`src/rtl/wishbone_master_pkg.sv`:
```
// Shared types and constants for the Wishbone command master.
// FSM state encoding, queued command record, CSR address map.
// No logic; imported by the master, its FIFO wrapper and benches.
package wishbone_master_pkg;

   localparam int WB_ADDR_W = 8;
   localparam int WB_DATA_W = 32;

   // MAC CSR byte addresses used by management software and benches
   localparam logic [WB_ADDR_W-1:0] CPUREG_CTRL        = 8'h00;
   localparam logic [WB_ADDR_W-1:0] CPUREG_SCRATCH     = 8'h04;
   localparam logic [WB_ADDR_W-1:0] CPUREG_INT_PENDING = 8'h08;

   typedef enum logic [1:0] {
      IDLE = 2'd0,
      REQ  = 2'd1,
      RESP = 2'd2
   } state_e;

   typedef struct packed {
      logic                 we;
      logic [WB_ADDR_W-1:0] adr;
      logic [WB_DATA_W-1:0] dat;
   } cmd_t;

endpackage

```
`src/rtl/wishbone_master_if.sv`:
```
// Classic Wishbone single-cycle bus bundle between the master and a CSR slave.
// Pure wiring, no latency.
// Slave stalls the master by withholding wb_ack_i.
interface wishbone_master_if #(
   parameter int ADDR_W = 8,
   parameter int DATA_W = 32
);
   logic              wb_cyc_o;
   logic              wb_stb_o;
   logic              wb_we_o;
   logic [ADDR_W-1:0] wb_adr_o;
   logic [DATA_W-1:0] wb_dat_o;
   logic [DATA_W-1:0] wb_dat_i;
   logic              wb_ack_i;

   modport master (
      output wb_cyc_o, wb_stb_o, wb_we_o, wb_adr_o, wb_dat_o,
      input  wb_dat_i, wb_ack_i
   );

   modport slave (
      input  wb_cyc_o, wb_stb_o, wb_we_o, wb_adr_o, wb_dat_o,
      output wb_dat_i, wb_ack_i
   );
endinterface

```
`src/rtl/wishbone_master_cmd_fifo.sv`:
```
// Synchronous command FIFO, DEPTH x WIDTH, head entry visible on rd_dat.
// Latency: write visible at the head one cycle after push.
// Backpressure: full blocks pushes; push and pop may coincide when not full.
module wb_cmd_fifo #(
   parameter int DEPTH = 4,
   parameter int WIDTH = 41
) (
   input  logic             wb_clk_i,
   input  logic             wb_rst_n_i,
   input  logic             wr_vld,
   input  logic [WIDTH-1:0] wr_dat,
   input  logic             rd_rdy,
   output logic [WIDTH-1:0] rd_dat,
   output logic             full,
   output logic             empty
);
   localparam int AW = $clog2(DEPTH);

   logic [WIDTH-1:0] mem [DEPTH];
   logic [AW:0]      wr_ptr;
   logic [AW:0]      rd_ptr;
   logic             do_wr;
   logic             do_rd;

   // extra pointer bit distinguishes full from empty
   assign empty  = (wr_ptr == rd_ptr);
   assign full   = (wr_ptr[AW] != rd_ptr[AW]) && (wr_ptr[AW-1:0] == rd_ptr[AW-1:0]);
   assign do_wr  = wr_vld && !full;
   assign do_rd  = rd_rdy && !empty;
   assign rd_dat = mem[rd_ptr[AW-1:0]];

   // storage array, no reset needed since empty flag masks stale data
   always_ff @(posedge wb_clk_i) begin
      if (do_wr) mem[wr_ptr[AW-1:0]] <= wr_dat;
   end

   // pointer advance on accepted push/pop
   always_ff @(posedge wb_clk_i or negedge wb_rst_n_i) begin
      if (!wb_rst_n_i) begin
         wr_ptr <= '0;
         rd_ptr <= '0;
      end else begin
         if (do_wr) wr_ptr <= wr_ptr + 1'b1;
         if (do_rd) rd_ptr <= rd_ptr + 1'b1;
      end
   end
endmodule

```
`src/rtl/wishbone_master.sv`:
```
// Queued command stream to single classic Wishbone cycles, one response per command.
// Latency: cmd accept -> stb 2 cycles; ack -> rsp_valid_o 1 cycle. One cycle outstanding.
// Backpressure: cmd_ready_o = FIFO not full; no new cycle while a response is pending.
// Optional macro WB_MASTER_TIMEOUT_EN adds an ack timeout that returns rsp_err_o=1.
module wishbone_master
   import wishbone_master_pkg::*;
#(
   parameter int ADDR_W         = 8,
   parameter int DATA_W         = 32,
   parameter int CMD_DEPTH      = 4,
   parameter int TIMEOUT_CYCLES = 255
) (
   input  logic              wb_clk_i,
   input  logic              wb_rst_n_i,
   input  logic              cmd_valid_i,
   output logic              cmd_ready_o,
   input  logic              cmd_we_i,
   input  logic [ADDR_W-1:0] cmd_adr_i,
   input  logic [DATA_W-1:0] cmd_dat_i,
   output logic              rsp_valid_o,
   input  logic              rsp_ready_i,
   output logic              rsp_we_o,
   output logic [DATA_W-1:0] rsp_dat_o,
   output logic              rsp_err_o,
   output logic              busy_o,
   wishbone_master_if.master wb
);
   typedef struct packed {
      logic              we;
      logic [ADDR_W-1:0] adr;
      logic [DATA_W-1:0] dat;
   } fifo_cmd_t;

   localparam int FW = $bits(fifo_cmd_t);

   fifo_cmd_t         push_cmd;
   fifo_cmd_t         head_cmd;
   logic [FW-1:0]     head_raw;
   logic              fifo_full;
   logic              fifo_empty;
   logic              fifo_pop;

   state_e            state;
   logic              cyc_q;
   logic              we_q;
   logic [ADDR_W-1:0] adr_q;
   logic [DATA_W-1:0] dat_q;
   logic              rsp_valid_q;
   logic              rsp_we_q;
   logic [DATA_W-1:0] rsp_dat_q;

   assign push_cmd = '{we: cmd_we_i, adr: cmd_adr_i, dat: cmd_dat_i};
   assign head_cmd = fifo_cmd_t'(head_raw);
   assign fifo_pop = (state == IDLE) && !fifo_empty;

   wb_cmd_fifo #(
      .DEPTH (CMD_DEPTH),
      .WIDTH (FW)
   ) u_cmd_fifo (
      .wb_clk_i   (wb_clk_i),
      .wb_rst_n_i (wb_rst_n_i),
      .wr_vld     (cmd_valid_i),
      .wr_dat     (push_cmd),
      .rd_rdy     (fifo_pop),
      .rd_dat     (head_raw),
      .full       (fifo_full),
      .empty      (fifo_empty)
   );

`ifdef WB_MASTER_TIMEOUT_EN
   localparam int                TO_W    = (TIMEOUT_CYCLES > 255) ? 16 : 8;
   localparam logic [TO_W-1:0]   TO_LAST = TO_W'(TIMEOUT_CYCLES - 1);
   logic [TO_W-1:0]              to_cnt;
   logic                         rsp_err_q;
   logic                         to_hit;

   // last REQ cycle without ack; an ack in the same cycle takes priority
   assign to_hit    = (to_cnt == TO_LAST);
   assign rsp_err_o = rsp_err_q;
`else
   wire unused_timeout_cfg = (TIMEOUT_CYCLES != 0);
   assign rsp_err_o = 1'b0;
`endif

   // cyc and stb share one flop so they can never disagree
   assign wb.wb_cyc_o = cyc_q;
   assign wb.wb_stb_o = cyc_q;
   assign wb.wb_we_o  = we_q;
   assign wb.wb_adr_o = adr_q;
   assign wb.wb_dat_o = dat_q;

   assign cmd_ready_o = !fifo_full;
   assign rsp_valid_o = rsp_valid_q;
   assign rsp_we_o    = rsp_we_q;
   assign rsp_dat_o   = rsp_dat_q;
   assign busy_o      = !fifo_empty || (state != IDLE);

   // cycle sequencer: IDLE issues, REQ waits for ack, RESP holds result until taken
   always_ff @(posedge wb_clk_i or negedge wb_rst_n_i) begin
      if (!wb_rst_n_i) begin
         state       <= IDLE;
         cyc_q       <= 1'b0;
         we_q        <= 1'b0;
         adr_q       <= '0;
         dat_q       <= '0;
         rsp_valid_q <= 1'b0;
         rsp_we_q    <= 1'b0;
         rsp_dat_q   <= '0;
`ifdef WB_MASTER_TIMEOUT_EN
         to_cnt      <= '0;
         rsp_err_q   <= 1'b0;
`endif
      end else begin
         case (state)
            IDLE: begin
               if (!fifo_empty) begin
                  cyc_q <= 1'b1;
                  we_q  <= head_cmd.we;
                  adr_q <= head_cmd.adr;
                  dat_q <= head_cmd.dat;
`ifdef WB_MASTER_TIMEOUT_EN
                  to_cnt <= '0;
`endif
                  state <= REQ;
               end
            end
            REQ: begin
               // ack is combinational on stb, so drop stb right after the ack cycle
               if (wb.wb_ack_i) begin
                  cyc_q       <= 1'b0;
                  rsp_valid_q <= 1'b1;
                  rsp_we_q    <= we_q;
                  rsp_dat_q   <= we_q ? '0 : wb.wb_dat_i;
`ifdef WB_MASTER_TIMEOUT_EN
                  rsp_err_q   <= 1'b0;
`endif
                  state       <= RESP;
               end
`ifdef WB_MASTER_TIMEOUT_EN
               else if (to_hit) begin
                  cyc_q       <= 1'b0;
                  rsp_valid_q <= 1'b1;
                  rsp_we_q    <= we_q;
                  rsp_dat_q   <= '0;
                  rsp_err_q   <= 1'b1;
                  state       <= RESP;
               end else begin
                  to_cnt <= to_cnt + 1'b1;
               end
`endif
            end
            RESP: begin
               if (rsp_ready_i) begin
                  rsp_valid_q <= 1'b0;
                  state       <= IDLE;
               end
            end
            default: state <= IDLE;
         endcase
      end
   end
endmodule
```
`src/flat_wrapper.sv`:
```
// flat-port wrapper written by rule: the top's interface ports become plain ports
module wishbone_master_flat import wishbone_master_pkg::*;
#(
   parameter int ADDR_W         = 8,
   parameter int DATA_W         = 32,
   parameter int CMD_DEPTH      = 4,
   parameter int TIMEOUT_CYCLES = 255
)
  (wb_clk_i, wb_rst_n_i, cmd_valid_i, cmd_ready_o, cmd_we_i, cmd_adr_i, cmd_dat_i, rsp_valid_o, rsp_ready_i, rsp_we_o, rsp_dat_o, rsp_err_o, busy_o, wb_wb_cyc_o, wb_wb_stb_o, wb_wb_we_o, wb_wb_adr_o, wb_wb_dat_o, wb_wb_dat_i, wb_wb_ack_i);
  wishbone_master_if #(.ADDR_W(ADDR_W), .DATA_W(DATA_W)) wb_i ();
  input  logic wb_clk_i;
  input  logic wb_rst_n_i;
  input  logic cmd_valid_i;
  output logic cmd_ready_o;
  input  logic cmd_we_i;
  input  logic [ADDR_W-1:0] cmd_adr_i;
  input  logic [DATA_W-1:0] cmd_dat_i;
  output logic rsp_valid_o;
  input  logic rsp_ready_i;
  output logic rsp_we_o;
  output logic [DATA_W-1:0] rsp_dat_o;
  output logic rsp_err_o;
  output logic busy_o;
  output wire logic [$bits(wb_i.wb_cyc_o)-1:0] wb_wb_cyc_o;
  output wire logic [$bits(wb_i.wb_stb_o)-1:0] wb_wb_stb_o;
  output wire logic [$bits(wb_i.wb_we_o)-1:0] wb_wb_we_o;
  output wire logic [$bits(wb_i.wb_adr_o)-1:0] wb_wb_adr_o;
  output wire logic [$bits(wb_i.wb_dat_o)-1:0] wb_wb_dat_o;
  input wire logic [$bits(wb_i.wb_dat_i)-1:0] wb_wb_dat_i;
  input wire logic [$bits(wb_i.wb_ack_i)-1:0] wb_wb_ack_i;
  assign wb_wb_cyc_o = wb_i.wb_cyc_o;
  assign wb_wb_stb_o = wb_i.wb_stb_o;
  assign wb_wb_we_o = wb_i.wb_we_o;
  assign wb_wb_adr_o = wb_i.wb_adr_o;
  assign wb_wb_dat_o = wb_i.wb_dat_o;
  assign wb_i.wb_dat_i = wb_wb_dat_i;
  assign wb_i.wb_ack_i = wb_wb_ack_i;
  wishbone_master #(.ADDR_W(ADDR_W), .DATA_W(DATA_W), .CMD_DEPTH(CMD_DEPTH), .TIMEOUT_CYCLES(TIMEOUT_CYCLES)) u_core (.wb_clk_i(wb_clk_i), .wb_rst_n_i(wb_rst_n_i), .cmd_valid_i(cmd_valid_i), .cmd_ready_o(cmd_ready_o), .cmd_we_i(cmd_we_i), .cmd_adr_i(cmd_adr_i), .cmd_dat_i(cmd_dat_i), .rsp_valid_o(rsp_valid_o), .rsp_ready_i(rsp_ready_i), .rsp_we_o(rsp_we_o), .rsp_dat_o(rsp_dat_o), .rsp_err_o(rsp_err_o), .busy_o(busy_o), .wb(wb_i));
endmodule
```
`config.mk`:
```
export PLATFORM = sky130hd
export DESIGN_NAME = wishbone_master_flat
export DESIGN_NICKNAME = d
export VERILOG_FILES = /design/src/rtl/wishbone_master_pkg.sv /design/src/rtl/wishbone_master_if.sv /design/src/rtl/wishbone_master_cmd_fifo.sv /design/src/rtl/wishbone_master.sv /design/src/flat_wrapper.sv
export SDC_FILE = /design/constraint.sdc
export NUM_CORES = 1
export LEC_CHECK = 0
export ABC_AREA = 1
export CORE_MARGIN = 2
export CORE_UTILIZATION = 54
export DETAILED_ROUTE_END_ITERATION = 6
export PLACE_DENSITY_LB_ADDON = 0.2
export SETUP_SLACK_MARGIN = 0.1
export SLEW_MARGIN = 10
export SYNTH_ARGS = -nofsm -noshare
export SYNTH_HDL_FRONTEND = slang
export SYNTH_SLANG_ARGS = --single-unit
```
`constraint.sdc`:
```
create_clock -name wb_clk_i -period 4.05 [get_ports wb_clk_i]
set_input_delay 0.81 -clock wb_clk_i [delete_from_list [all_inputs] [get_ports wb_clk_i]]
set_output_delay 0.81 -clock wb_clk_i [all_outputs]
set_load 0.02 [all_outputs]
```
==> results.txt <==
----------------------------------------------------
[Routing]
  First drt pass iteration count ... 4
  Remaining DRCs ... 0
  Detailed-route wire length ... 22000 um
  Total number of vias ... a little over 7000
  WL/cell ... 15.27 um
  Detailed router's first-iteration violation count ... 568
  Detailed-route vias per instance ... between 5 and 6
  Antenna-violating nets left ... 0

[STA]
  Worst Max-Slew Pin Slew ... approximately 1.0 ns
  RSZ-0062 raised after global routing ... no
  Final-report hold violation count ... 0
  Achievable frequency ... 0.3023 GHz
  Post-route clock skew ... 0.01603 ns
  Max-slew headroom at the worst pin ... 31.53%
  Summed negative setup slack over all endpoints ... 0 ns
  Final setup violating endpoints ... 0
  Number of pins with negative max-slew slack in the final report ... 0
  Final worst path period share ... about four fifths
  Minimum period implied by the final worst setup slack ... 3.308 ns
  Setup WS post-layout ... 0.7419 ns

[Critical path]
  Maximum fanout encountered on the critical timing path ... 43
  Critical Path RT ... between 3 and 4 ns
  Slowest stage cell on the critical path ... dfrtp_4
  Largest incremental delay on the critical path ... approximately 0.74 ns
  Setup slack of the worst register-to-register path ... 1.27 ns
  Worst Setup Path Type ... flip-flop to output port
  Worst setup EP type ... output port
  Most frequent cell on the critical path ... nand2_1
  Critical path, cell by cell ... inv_2 > nand2_1 > nand2_1 > nand3_1 > clkdlybuf4s50_1
  Startpoint Class ... flip-flop
  Arrival @ worst endpoint ... 2.50 ns

[Global route]
  Pin count of the biggest net entering global routing ... 84
  Global route total overflow ... 0
  Global routing usage summed across all routing layers ... 22.40%
  Initial antenna violation count ... 0
  Global-route wire length before repair ... 35890 um
  Via count of the first global-routing pass ... 7192

[Yosys]
  Adder and majority cell fraction of the synthesized area ... 0.6056%
  Compound-gate portion of the synthesized area ... 0.09690%
  Synth top cells by count ... nand2_1 (414), inv_1 (174), edfxtp_1 (164)
  Gate count after technology mapping ... 1039
  Mux contribution to synthesized area ... 0%
  Proportion of synthesized flip-flops having asynchronous set or reset ... 33.87%
  Area share of the largest cell type after synthesis ... 47.67%
  Sequential element share of the synthesized area ... between 60% and 70%
  Number of distinct library cells after synthesis ... 23
  Most used standard cell by instance count after synthesis ... nand2_1
  Largest family of logic cells by synthesized area ... simple AND/OR/NAND/NOR gates
  Basic-gate share of the synthesized area counting and, or, nand and nor cells ... between 20 and 25%
  Number of enable flip-flop cells after synthesis ... approximately 160
  Dominant cell type by area after synthesis ... edfxtp_1
  FF+latch count, synth ... 248
  Cell area after synthesis ... 10330 um2
  Cells taking the most area after synthesis ... edfxtp_1 (48%), dfrtp_1 (20%), nand2_1 (15%), nand3_1 (6.3%), inv_1 (6.3%)
  Primary flip-flop cell chosen by synthesis mapping ... edfxtp_1
  Area share of xor/xnor cells in the synthesized design ... 0.1696%
  Synthesized area divided by synthesized cell count ... between 9 and 10 um2
  Synthesis Warnings ... 0
  Synthesized net count ... 1122

[Floorplanning]
  Die outline width ... 142.3 um
  I/O pin cnt ... 158
  Die area ... 20250 um2
  Core Box Area ... 18770 um2
  Chip Height ... 142.3 um
  Row cnt ... 50
  Initial core utilization ... 55.04%

[Layout]
  Total Nets Final ... 1269
  Fraction of layout cells with a size suffix above 1 ... 5.224%
  Post-route insts no fill ... 1440
  Area growth from synthesis to layout ... 25.07%
  Number of antenna diodes ... 0

[Placement]
  Half-perimeter wire length of the detailed placement result ... 13450 um
  Routability cong. ... 0.7739
  Worst setup timing slack at the placement stage ... between 1 and 1.5 ns
  Post-Place Cells ... approximately 1400
  Count of buffers from port buffering ... 156

[Job]
  Max-cap viol count ... 0

[Clock network]
  H-tree Lvls ... 1
  Setup repair bufs after CTS ... 0
  Buffer depth of the longest clock path ... 3
  Number of buffers added by the clock tree synthesis step ... 26
  CTS clk-pin slew, worst paths ... 0.06 ns
  Total of cells resized after clock tree synthesis ... 0
  CTS tree ... built
  Later-pin clock latency in the skew report ... 0.54 ns
  Count of hold-fix buffers inserted at cts ... 0
  Clock tree root buffer cell ... clkbuf_16
  Number of clock sinks ... 248

[Worst hold path]
  Hold Path Class ... primary input to asynchronous set/reset pin

[Power and ir drop]
  Overall power ... 9.954 mW
  Peak VDD IR ... between 500 and 600 uV
  PwrDens ... 770.5 nW/um2
  Leakage ... 6.045 nW

[Outcome]
  Run status ... finished, final reports clean

----------------------------------------------------
==> logic make-up (layout without fill, tap and decap cells) <==
| group | Yosys count | in the layout |
|---|---|---|
| buf+inv | 224 | 391 |
| compound gates | 2 | 2 |
| flops | 248 | 248 |
| fa+ha+maj | 5 | 5 |
| simple gates | 557 | 557 |
| other cells | 1 | 1 |
| xor+xnor | 2 | 2 |
==> metrics by stage <==
stage | utilization (%) | area [um2] | hold WS, ns
after floorplan | - | 10330 | 0.5122
after global placement | 64.39 | 12090 | 0.4543
after detailed placement | 64.39 | 12090 | 0.4578
after CTS | 68.84 | 12920 | 0.4725
after global routing | 68.84 | 12920 | 0.4904
final | 68.84 | 12920 | 0.4441
==> where the power goes <==
part | internal (mW) | switching, mW
clock network | 1.31 | 0.976
logic | 1.42 | 2.37
registers | 3.48 | 0.396
==> metal layers <==
layer,wire length [um],vias to the layer above,global-route usage [%],part of all wire [%]
met5,0,-,0,0
met2,10440,225,38.44,47
met3,1357,34,3.499,6.2
li1,-,3534,-,-
met4,432,0,6.097,2.0
met1,9768,3412,30.04,44
==> path summary, 6_finish.rpt <==
check                                                        startpoint                                       to  cells past startpoint
worst min-delay path                                         wb_rst_n_i          u_core.rsp_dat_o[7]$_DFFE_PN0P_                      1
worst max-delay path            u_core.u_cmd_fifo.rd_ptr[0]$_DFFE_PN0P_                              cmd_ready_o                      5
max in group asynchronous                                    wb_rst_n_i  u_core.u_cmd_fifo.rd_ptr[0]$_DFFE_PN0P_                      1
worst max register to register  u_core.u_cmd_fifo.rd_ptr[0]$_DFFE_PN0P_   u_core.u_cmd_fifo.mem[3][27]$_DFFE_PP_                      7
worst min register to register       u_core.wb.wb_dat_o[15]$_DFFE_PN0P_       u_core.wb.wb_dat_o[15]$_DFFE_PN0P_                      2
min in group wb_clk_i                u_core.wb.wb_dat_o[15]$_DFFE_PN0P_       u_core.wb.wb_dat_o[15]$_DFFE_PN0P_                      2
==> placed cells by master, fill, tap and decap left out, drive strengths merged, types with 2 or more instances in the layout <==
cell / netlist / final
nand2: 417 / 417
inv: 177 / 177
edfxtp: 164 / 164
clkdlybuf4s50: 0 / 155
nand3: 132 / 132
dfrtp: 84 / 84
clkbuf: 14 / 29
clkinv: 0 / 16
buf: 33 / 11
nor2: 7 / 7
ha: 5 / 5
xor2: 2 / 2
bufinv: 0 / 2
==> worst max-delay path: cells and delay by family (launching register included) <==
kind / cells / cell delay, ns
flip-flops: 1 / 0.74
buffers and inverters: 2 / 0.77
AND/OR/NAND/NOR: 3 / 0.44
==> flip-flops by register name (all words and copies together), names as in the netlist <==
register                  cells
u_core.u_cmd_fifo.mem       164
u_core.rsp_dat_o             32
u_core.wb.wb_dat_o           32
u_core.wb.wb_adr_o            8
u_core.u_cmd_fifo.rd_ptr      3
u_core.u_cmd_fifo.wr_ptr      3
u_core.state                  2
u_core.rsp_valid_o            1
u_core.rsp_we_o               1
u_core.wb.wb_cyc_o            1
u_core.wb.wb_we_o             1
==> cell type report <==
cell class	instances	area [um2]
repair buffers	166	1672
flip-flops and latches	248	7032
multi-input cells	567	2425
fillers	1398	5848
clock inverters	19	172.7
well taps	234	292.8
inverters	177	664.4
clock buffers	29	661.9
(Power assumes the default switching activity.)
